**src/rtl/quadrant_arbiter.sv**
```systemverilog
// Two-producer, one-consumer arbiter for the quadrant bus: four-phase
// dav_/rfd handshake, alternating priority, registered outputs, per-producer transfer counters.

module qa_counter #(
  parameter int CW = 8
) (
  input  logic          clock,
  input  logic          reset_,
  input  logic          inc,
  output logic [CW-1:0] cnt
);
  always_ff @(posedge clock or negedge reset_)
    if (!reset_)  cnt <= '0;
    else if (inc) cnt <= cnt + 1'b1;
endmodule

module quadrant_arbiter #(
  parameter int W  = 3,
  parameter int CW = 8
) (
  input  logic          clock,
  input  logic          reset_,
  input  logic          dav0_,
  input  logic [W-1:0]  X0,
  input  logic [W-1:0]  Y0,
  output logic          rfd0,
  input  logic          dav1_,
  input  logic [W-1:0]  X1,
  input  logic [W-1:0]  Y1,
  output logic          rfd1,
  output logic          dav_,
  output logic [W-1:0]  X,
  output logic [W-1:0]  Y,
  input  logic          rfd,
  output logic          gnt,
  output logic          busy,
  output logic [CW-1:0] cnt0,
  output logic [CW-1:0] cnt1
);
  localparam int NP = 2;

  typedef enum logic [1:0] {S_IDLE, S_PRES, S_REL, S_END} state_t;

  state_t                  state, state_nxt;
  logic [W-1:0]            x_q, y_q, x_nxt, y_nxt;
  logic                    gnt_q, gnt_nxt, busy_q, busy_nxt, dav_q, dav_nxt;
  logic                    prio_q, prio_nxt, sel;
  logic [NP-1:0]           rfd_q, rfd_nxt, inc, req, dav_in;
  logic [NP-1:0][CW-1:0]   cnt_a;

  assign dav_in = {dav1_, dav0_};
  assign req    = ~dav_in;
  // Contention goes to the priority holder; a lone request always wins.
  assign sel    = (&req) ? prio_q : req[1];

  always_comb begin
    state_nxt = state;
    x_nxt     = x_q;
    y_nxt     = y_q;
    gnt_nxt   = gnt_q;
    busy_nxt  = busy_q;
    dav_nxt   = dav_q;
    prio_nxt  = prio_q;
    rfd_nxt   = rfd_q;
    inc       = '0;
    case (state)
      S_IDLE: if (rfd && |req) begin
        x_nxt     = sel ? X1 : X0;
        y_nxt     = sel ? Y1 : Y0;
        gnt_nxt   = sel;
        busy_nxt  = 1'b1;
        dav_nxt   = 1'b0;
        state_nxt = S_PRES;
      end
      S_PRES: if (!rfd) begin
        rfd_nxt[gnt_q] = 1'b0;
        state_nxt      = S_REL;
      end
      S_REL: if (dav_in[gnt_q]) begin
        dav_nxt   = 1'b1;
        state_nxt = S_END;
      end
      S_END: if (rfd) begin
        rfd_nxt[gnt_q] = 1'b1;
        inc[gnt_q]     = 1'b1;
        prio_nxt       = ~gnt_q;
        busy_nxt       = 1'b0;
        state_nxt      = S_IDLE;
      end
      default: state_nxt = S_IDLE;
    endcase
  end

  always_ff @(posedge clock or negedge reset_)
    if (!reset_) begin
      state  <= S_IDLE;
      x_q    <= '0;
      y_q    <= '0;
      gnt_q  <= 1'b0;
      busy_q <= 1'b0;
      dav_q  <= 1'b1;
      prio_q <= 1'b0;
      rfd_q  <= '1;
    end else begin
      state  <= state_nxt;
      x_q    <= x_nxt;
      y_q    <= y_nxt;
      gnt_q  <= gnt_nxt;
      busy_q <= busy_nxt;
      dav_q  <= dav_nxt;
      prio_q <= prio_nxt;
      rfd_q  <= rfd_nxt;
    end

  for (genvar i = 0; i < NP; i++) begin : g_cnt
    qa_counter #(.CW(CW)) u_cnt (
      .clock  (clock),
      .reset_ (reset_),
      .inc    (inc[i]),
      .cnt    (cnt_a[i])
    );
  end

  assign X    = x_q;
  assign Y    = y_q;
  assign gnt  = gnt_q;
  assign busy = busy_q;
  assign dav_ = dav_q;
  assign rfd0 = rfd_q[0];
  assign rfd1 = rfd_q[1];
  assign cnt0 = cnt_a[0];
  assign cnt1 = cnt_a[1];
endmodule

```
**config.mk**
```make
export PLATFORM = sky130hd
export DESIGN_NAME = quadrant_arbiter
export DESIGN_NICKNAME = d
export VERILOG_FILES = /design/src/rtl/quadrant_arbiter.sv
export SDC_FILE = /design/constraint.sdc
export NUM_CORES = 1
export LEC_CHECK = 0
export ABC_CLOCK_PERIOD_IN_PS = 3200
export CORE_MARGIN = 2
export CORE_UTILIZATION = 50
export DETAILED_ROUTE_END_ITERATION = 7
export PLACE_DENSITY = 0.82
export SYNTH_ARGS = -nofsm -noshare
export SYNTH_HDL_FRONTEND = slang
export SYNTH_SLANG_ARGS = --single-unit
```
**constraint.sdc**
```tcl
create_clock -name clock -period 3.2 [get_ports clock]
set_clock_uncertainty 0.15 [all_clocks]
set_input_delay 0.32 -clock clock [delete_from_list [all_inputs] [get_ports clock]]
set_output_delay 0.32 -clock clock [all_outputs]
set_load 0.005 [all_outputs]
```
-- Yosys cells after proc, flatten, opt, wreduce, memory -nomap -nowiden
Cells that the tools add are included.
- word-level logic and storage cells: 63
- register bits after elaboration: 30
- ROM bits: 0
- memory bits (writable): 0
- memories kept: 0
- bits in latches: 0
- magnitude comparators: 2
- multiplexer cells: 23
- shift operators: 0
- $add $sub $neg: 2
- multiply operators: 0
- divide/modulo/power cells: 0
- bitwise logic cells: 5
- equality and inequality tests: 7
- reduce and logical (&&, ||, !) cells: 14
- operator list (operator ; count):
    adder 8 x 1 -> 8 bit, second input constant ; 2
    2-to-1 mux 2 bit ; 8
    AND reduction 3 bit ; 3
    2-to-1 mux 1 bit ; 8
    inequality test 2 bit, second input constant ; 4
    one-hot mux 2 bit (4 select lines) ; 1
    2-to-1 mux 3 bit ; 2
    AND reduction 2 bit ; 3
    nonzero test 2 bit ; 3
    == test 2 bit, second input constant ; 2
    NOT 2 bit ; 2
    one-hot mux 1 bit (2 select lines) ; 2
    one-hot mux 2 bit (2 select lines) ; 1
    AND reduction 4 bit ; 1
    AND 2 bit ; 1
    == test 2 x 1 -> 1 bit, second input constant ; 1
    logical AND 1 bit ; 2
    zero test 2 bit ; 1
    less-than comparator 1 x 2 -> 1 bit, second input constant ; 1
    bitwise OR 2 bit ; 1
    OR reduction 2 bit ; 1
    demux 1 bit (select 1 bit) ; 1
    greater-or-equal comparator 1 bit, second input constant ; 1
    NOT 1 bit ; 1

-- Longest topological paths before layout
Gate-level depths: netlist of run 1.
- depth after elaboration: 8
- gate-level depth with buffers: 5

-- Modules after synthesis
From an unflattened synthesis of run 1, not the netlist that was laid out.
- cells, all modules: 129
- area total of the unflattened synthesis: 1470.2 µm²
- modules (own cells, without submodules) (module ; sequential area each (µm²) ; area an instance (µm²) ; cells an instance ; instances):
    quadrant_arbiter ; 354.1 ; 794.5 ; 77 ; 1
    qa_counter ; 200.2 ; 337.8 ; 26 ; 2

-- Least setup slack after synthesis of run 1
No wires, ideal clock.
- path type: flip-flop to flip-flop
- start: reg state[0]
- end: reg state[1]
- path slack: 1.366 ns
- stages on the path, launching flop included: 6
- data required time: 2.922 ns
- data arrival time: 1.557 ns
- setup time: 0.128 ns
- path through: dfrtp_1 ha_1 buf_2 mux2_4 a221oi_2 mux2_1
- word-level cells in the longest chain between the ends: 3
- elaborated cells between the ends (all ways): 10
- those cells by class: eq/ne: 7; mux: 1; reduce/logical: 2
- ends and longest elaborated chain (what ; RTL line ; RTL):
    start, declared ; 44 ; state_t state, state_nxt;
    start signal, assigned ; 105 ; state <= state_nxt;
    == test 2 bit, or another cell as far along ; 66 ; case (state)
    inequality test 2 bit (no line) ; - ;
    AND reduction 4 bit (no line) ; - ;
Parallel ways exist; a longest one is shown, timed or not.
A chain may end at the register's enable or synchronous reset.

-- Worst setup path after layout of run 1
- start: in rfd
- end: reg state[1]
- word-level cells in the longest chain between the ends: 3
- elaborated cells between the ends (all ways): 5
- those cells by class: eq/ne: 3; reduce/logical: 2
- ends and longest elaborated chain (what ; RTL line ; RTL):
    start, declared ; 34 ; input logic rfd,
    logical AND 1 bit ; 67 ; S_IDLE: if (rfd && |req) begin
    inequality test 2 bit (no line) ; - ;
    AND reduction 4 bit (no line) * ; - ;
Every way passes the cells marked *; elsewhere a longest branch is shown, timed or not.

==> impl_metrics.yaml, run 1 <==
route:
  drc: 1
  vias_per_cell: 5.69
  num_vias: 1200
  drt_pass1_iterations: 6
  dr.first_iter.drc_count: 29
  antenna_left: 0
  wl_um: 3150
  routedWlPerCell_um: 14.9
yosys:
  synth_seq_area_share: 0.505
  synthArstFlopShare: 1.00
  synth.net_count: 158
  synth_area_leader_cell: "dfrtp_1"
  syn_inst: 134
  synthFlopType: "dfrtp_1"
  synthesis.area_um2: 1490
  synth_area_leaders: "dfrtp_1 (45%), ha_1 (5.9%), mux2i_1 (5.4%)"
  synth_edf_count: 0
  synth_top_area_share: 0.452
  syn_area_per_cell_um2: 11.1
  yosysMostFrequentCell: "dfrtp_1"
  synth_commonest_cells: "dfrtp_1 (27), o21ai_0 (15), nand2_1 (10), mux2i_1 (8), xor2_1 (8)"
  yosys_warnings: 0
  synth_cell_types: 35
  ys_ff_latch: 30
cts:
  cts_setup_buffers: 0
  htreeDepth: 2
  cts_buffers: 5
  cts-resized-gates: 0
  clk_pin_slew_worst_paths_ns: 0.09
  cts_root_buffer: "clkbuf_4"
  max-clock-path-buffers: 2
  clk_latency_ns: 0.32
  cts_tree: "built"
  cts_sinks: 30
  cts_hold_buf: 0
placement:
  place.gp.congestion: 0.863
  port_buffers: 43
  dp_hpwl_um: 2390
finish:
  nNetsFinal: 203
  diodes: 0
  areaGrowthSynthToFinish_pct: 33.4
  drive_gt1_frac: 0.0833
timing:
  period_needed_ns: 2.05
  final_max_slew_viol_count: 0
  max_freq_mhz: 488
  maxSlewHeadroom: 0.482
  rsz0062_at_grt: "false"
  fin_crit_sh: 0.641
  hold_slack_ns: 0.227
  setup-tns-final_ns: 0
  worst_slew_pin_slew_ns: 0.775
  finalSetupViolCount: 0
  finalHoldViolCount: 0
setup_path:
  critical_path_arrival_ns: 2.11
  worst-setup-path-type: "primary input to register"
  cp.required_ns: 3.26
  worstPathMaxFanout: 11
  cp-end-kind: "register"
  crit_path_start_kind: "primary input"
floorplanning:
  start_util: 0.533
  die_h_um: 58.7
  io_pins: 44
  core_um2: 2810
  fp.dieW_um: 58.7
  die-area_um2: 3440
  rows: 19
grt:
  grt_overflow: 0
  grt_max_degree: 17
  antenna_found_initial: 0
  grt_pass1_vias: 1187
  grt_pass1_wl_um: 5180
  grtUsageTotal: 0.200
flow_run:
  drv_cap: 0
power:
  p_leak_nw: 0.913
  ir_drop_mv: 0.432
  p_per_area_nw_per_um2: 750
status:
  outcome: "complete, but fails checks"
  violations: "design-rule violations"
hold_path:
  hold_class: "primary input to async pin"
## layout make-up
cell class | instances | area [um^2]
inverters | 4 | 15.0
multi-input cells | 94 | 687
repair buffers | 44 | 438
clock buffers | 7 | 55.1
clock inverters | 1 | 5.00
flip-flops and latches | 30 | 754
fillers | 217 | 812
well taps | 31 | 38.8
## through the flow
step | setup WS [ns] | total power, mW | instance area [um^2] | utilization | instances
after global routing | 1.07 | 1.60 | 1990 | 0.711 | 211
after detailed placement | 0.815 | 1.27 | 1930 | 0.689 | 203
after global placement | 0.877 | 1.23 | 1930 | 0.689 | 203
final | 1.15 | 1.50 | 1990 | 0.711 | 211
after CTS | 1.16 | 1.50 | 1990 | 0.711 | 211
after floorplan | 1.37 | 0.950 | 1490 | - | 134
## cell families after synthesis
family          after synthesis  synth area share
xor+xnor                     14            0.0821
simple gates                 34             0.117
flops                        30             0.505
fa+ha+maj                     7            0.0586
mux                          12            0.0863
compound gates               27             0.116
buf+inv                      10            0.0352
## routing by layer
| metal | global-route usage | up-vias | part of all wire |
|---|---|---|---|
| li1 | - | 574 | - |
| met1 | 0.245 | 589 | 0.45 |
| met2 | 0.321 | 33 | 0.49 |
| met3 | 0.0769 | 4 | 0.047 |
| met4 | 0.0779 | 0 | 0.011 |
| met5 | 0 | - | 0 |
## final timing paths
path,start,end,slack (ns),depth (start not counted)
worst max register to register,state[0]$_DFFE_PN0P_,state[1]$_DFFE_PN0P_,1.29,4
min in group clock,g_cnt[0].u_cnt.cnt[7]$_DFFE_PN0P_,g_cnt[0].u_cnt.cnt[7]$_DFFE_PN0P_,0.32,1
worst max-delay path,rfd,state[1]$_DFFE_PN0P_,1.15,4
worst min-delay path,reset_,Y[1]$_DFFE_PN0P_,0.23,1
max in group asynchronous,reset_,g_cnt[0].u_cnt.cnt[4]$_DFFE_PN0P_,2.02,2
worst min register to register,g_cnt[0].u_cnt.cnt[7]$_DFFE_PN0P_,g_cnt[0].u_cnt.cnt[7]$_DFFE_PN0P_,0.32,1
## worst max-delay path: stages
cell and delay [ns]:
clkdlybuf4s50_1 0.69, a21bo_1 0.37, a221oi_2 0.38, mux2_1 0.35
## registers in the layout (all words and copies together) (netlist names), named ones only
signal	flops
g_cnt.u_cnt.cnt	16
X	3
Y	3
state	2
busy	1
dav_	1
gnt	1
prio_q	1
## placed cells by master, fill, tap and decap left out, drive strengths merged
| cell | count |
|---|---|
| nand3b | 2 |
| mux2i | 8 |
| a21bo | 1 |
| nor2 | 4 |
| nor3 | 4 |
| xor2 | 8 |
| mux2 | 4 |
| and3 | 3 |
| inv | 4 |
| a31oi | 1 |
| ha | 7 |
| a22oi | 1 |
| buf | 1 |
| a211o | 1 |
| dfstp | 3 |
| a22o | 1 |
| xnor2 | 6 |
| nand3 | 4 |
| nor3b | 1 |
| clkbuf | 7 |
| o31ai | 1 |
| a21oi | 2 |
| o21ai | 15 |
| a221oi | 1 |
| nand4 | 5 |
| clkinv | 1 |
| nand2 | 10 |
| o2bb2ai | 1 |
| a21boi | 1 |
| clkdlybuf4s50 | 43 |
| dfrtp | 27 |
| o21bai | 1 |
| and4b | 1 |
## where the power goes
group          switching [mW]  leakage (nW)  internal (mW)  total, mW
Combinational           0.274         0.498          0.356      0.630
Sequential              0.122         0.379          0.511      0.633
Clock                   0.126        0.0353          0.106      0.233
Total                   0.523         0.913          0.973       1.50
(Power assumes the default switching activity.)
==> inputs of run 2 (changes only) <==
==> config.mk (replaced) <==
export PLATFORM = sky130hd
export DESIGN_NAME = quadrant_arbiter
export DESIGN_NICKNAME = d
export VERILOG_FILES = /design/src/rtl/quadrant_arbiter.sv
export SDC_FILE = /design/constraint.sdc
export NUM_CORES = 1
export LEC_CHECK = 0
export ABC_CLOCK_PERIOD_IN_PS = 2100
export CORE_MARGIN = 2
export CORE_UTILIZATION = 46
export DETAILED_ROUTE_END_ITERATION = 7
export PLACE_DENSITY = 0.76
export SYNTH_ARGS = -nofsm -noshare
export SYNTH_HDL_FRONTEND = slang
export SYNTH_SLANG_ARGS = --single-unit
==> constraint.sdc (replaced) <==
create_clock -name clock -period 2.1 [get_ports clock]
set_clock_uncertainty 0.15 [all_clocks]
set_input_delay 0.21 -clock clock [delete_from_list [all_inputs] [get_ports clock]]
set_output_delay 0.21 -clock clock [all_outputs]
set_load 0.005 [all_outputs]
==> run 2 against run 1 <==
The flow now finishes without violations. Largest cell class unchanged. Global-route usage is 0.70 points lower. Flip-flop and latch count stayed put. First-iteration DRC count is 62% higher. Count of clock-buffer cells in the layout stayed put. Highest routed layer unchanged. Final cell count is 7.6% higher. Total power is 52% higher. Hold slack worse by 0.13 ns. Non-clock buffer count is 3 higher. Register-to-register slack worse by 1.0 ns.
==> impl_metrics.yaml, run 2 (synthesized netlist as in run 1, its figures left out) <==
setup_path:
  cp-end-kind: "register"
  crit_slowest_cell: "dfrtp_1"
  r2r_start: "state[1]$_DFFE_PN0P_"
  crit_buf_inv: 1
  crit_path_start_kind: "register"
  worstPathMaxFanout: 4
  r2r-end: "state[1]$_DFFE_PN0P_"
  worst_path_dominant_cell_family: "multiplexers"
  crit_cells: 5
  crit_path_cell_trace: "inv_1 > ha_1 > mux2_4 > a221oi_2 > mux2_1"
  rrSetupSlack_ns: 0.26
  worst-setup-path-type: "register to register"
  cp.required_ns: 2.17
  ff2ff_path_depth: 5
  cpPeakStageDelay_ns: 0.39
  critical_path_arrival_ns: 1.92
power:
  ir_drop_mv: 0.581
  p_leak_nw: 0.927
  p_per_area_nw_per_um2: 1120
floorplanning:
  start_util: 0.485
  die_h_um: 61.0
  fp.dieW_um: 61.0
  rows: 20
  io_pins: 44
  die-area_um2: 3720
  core_um2: 3080
timing:
  setup_slack_ns: 0.256
  final_max_slew_viol_count: 0
  max_freq_mhz: 542
  period_needed_ns: 1.84
  finalSetupViolCount: 0
  maxSlewHeadroom: 0.491
  rsz0062_at_grt: "false"
  fin_crit_sh: 0.878
  setup-tns-final_ns: 0
  finalHoldViolCount: 0
  worst_slew_pin_slew_ns: 0.762
grt:
  use_met3: 0.0704
  grt_overflow: 0
  grtUsageTotal: 0.193
  antenna_found_initial: 0
  grt_pass1_wl_um: 5170
  top_usage_layer: "met2"
  use_met2: 0.304
  grt_max_degree: 31
  grtUsageMet1: 0.247
  grt_pass1_vias: 1086
placement:
  dp_hpwl_um: 2350
  port_buffers: 43
  post-place-ws_ns: 0.131
  place.gp.congestion: 0.801
  dp.cells: 219
finish:
  diodes: 0
  final_common_cell: "clkdlybuf4s50_1"
  drive_gt1_frac: 0.0984
  n_fill_cell: 269
  areaGrowthSynthToFinish_pct: 36.0
  final_cells: 227
  largest_reg_flops: 16
  top_register: "g_cnt.u_cnt.cnt"
  final_cell_mix: "clkdlybuf4s50_1 (43), dfrtp_1 (27), o21ai_0 (15)"
  nNetsFinal: 206
  final_core_util: 0.660
cts:
  htreeDepth: 2
  cts_tree: "built"
  cts_buffers: 5
  clk_pin_slew_worst_paths_ns: 0.09
  cts_hold_buf: 0
  clk_latency_ns: 0.33
  cts_setup_buffers: 0
  cts-resized-gates: 0
  max-clock-path-buffers: 2
  cts_root_buffer: "clkbuf_4"
  cts_sinks: 30
route:
  drt_pass1_iterations: 3
  wl_um: 3140
  drc: 0
  num_vias: 1155
  antenna_left: 0
  routedWlPerCell_um: 13.8
  vias_per_cell: 5.09
  dr.first_iter.drc_count: 47
status:
  outcome: "finished, final reports clean"
flow_run:
  drv_cap: 0
hold_path:
  hold_class: "primary input to async pin"
run 2: changes by cell type in the layout (fill, tap and decap cells not counted):
cell / before / now
buf_4: 1 / 4
run 2: metal layers:
| layer | part of all wire | vias up |
|---|---|---|
| met1 | 0.47 | 566 |
| met5 | 0 | - |
| met2 | 0.48 | 17 |
| met3 | 0.038 | 6 |
| li1 | - | 566 |
| met4 | 0.012 | 0 |
run 2: area by class of cell:
type | count | area (um^2) | area share
clock buffers | 7 | 55.1 | 0.0271
clock inverters | 1 | 5.00 | 0.00246
inverters | 4 | 15.0 | 0.00739
multi-input cells | 94 | 687 | 0.338
flip-flops and latches | 30 | 754 | 0.371
well taps | 44 | 55.1 | 0.0271
repair buffers | 47 | 460 | 0.227
run 2: metrics by stage:
stage | hold slack (ns) | total power, mW | instance area (um^2)
floorplan | -0.236 | 1.45 | 1490
global placement | 0.307 | 1.89 | 1970
detailed placement | 0.313 | 1.93 | 1970
CTS | 0.105 | 2.30 | 2030
global route | 0.125 | 2.46 | 2030
finish | 0.101 | 2.27 | 2030
run 2: report_power, final:
group | switching [mW] | internal, mW | total, mW
Sequential | 0.180 | 0.778 | 0.958
Combinational | 0.402 | 0.551 | 0.953
Clock | 0.202 | 0.162 | 0.364
Total | 0.784 | 1.49 | 2.27
run 2: worst max-delay path by stage:
stage	from	to	slack, ns
6_report	state[1]$_DFFE_PN0P_	state[1]$_DFFE_PN0P_	0.26
5_1_grt	state[1]$_DFFE_PN0P_	state[1]$_DFFE_PN0P_	0.14
4_1_cts	state[1]$_DFFE_PN0P_	state[1]$_DFFE_PN0P_	0.23
3_5_place_dp	dav0_	X[1]$_DFFE_PN0P_	0.13
3_3_place_gp	rfd	state[1]$_DFFE_PN0P_	0.18
2_1_floorplan	state[0]$_DFFE_PN0P_	state[1]$_DFFE_PN0P_	0.27
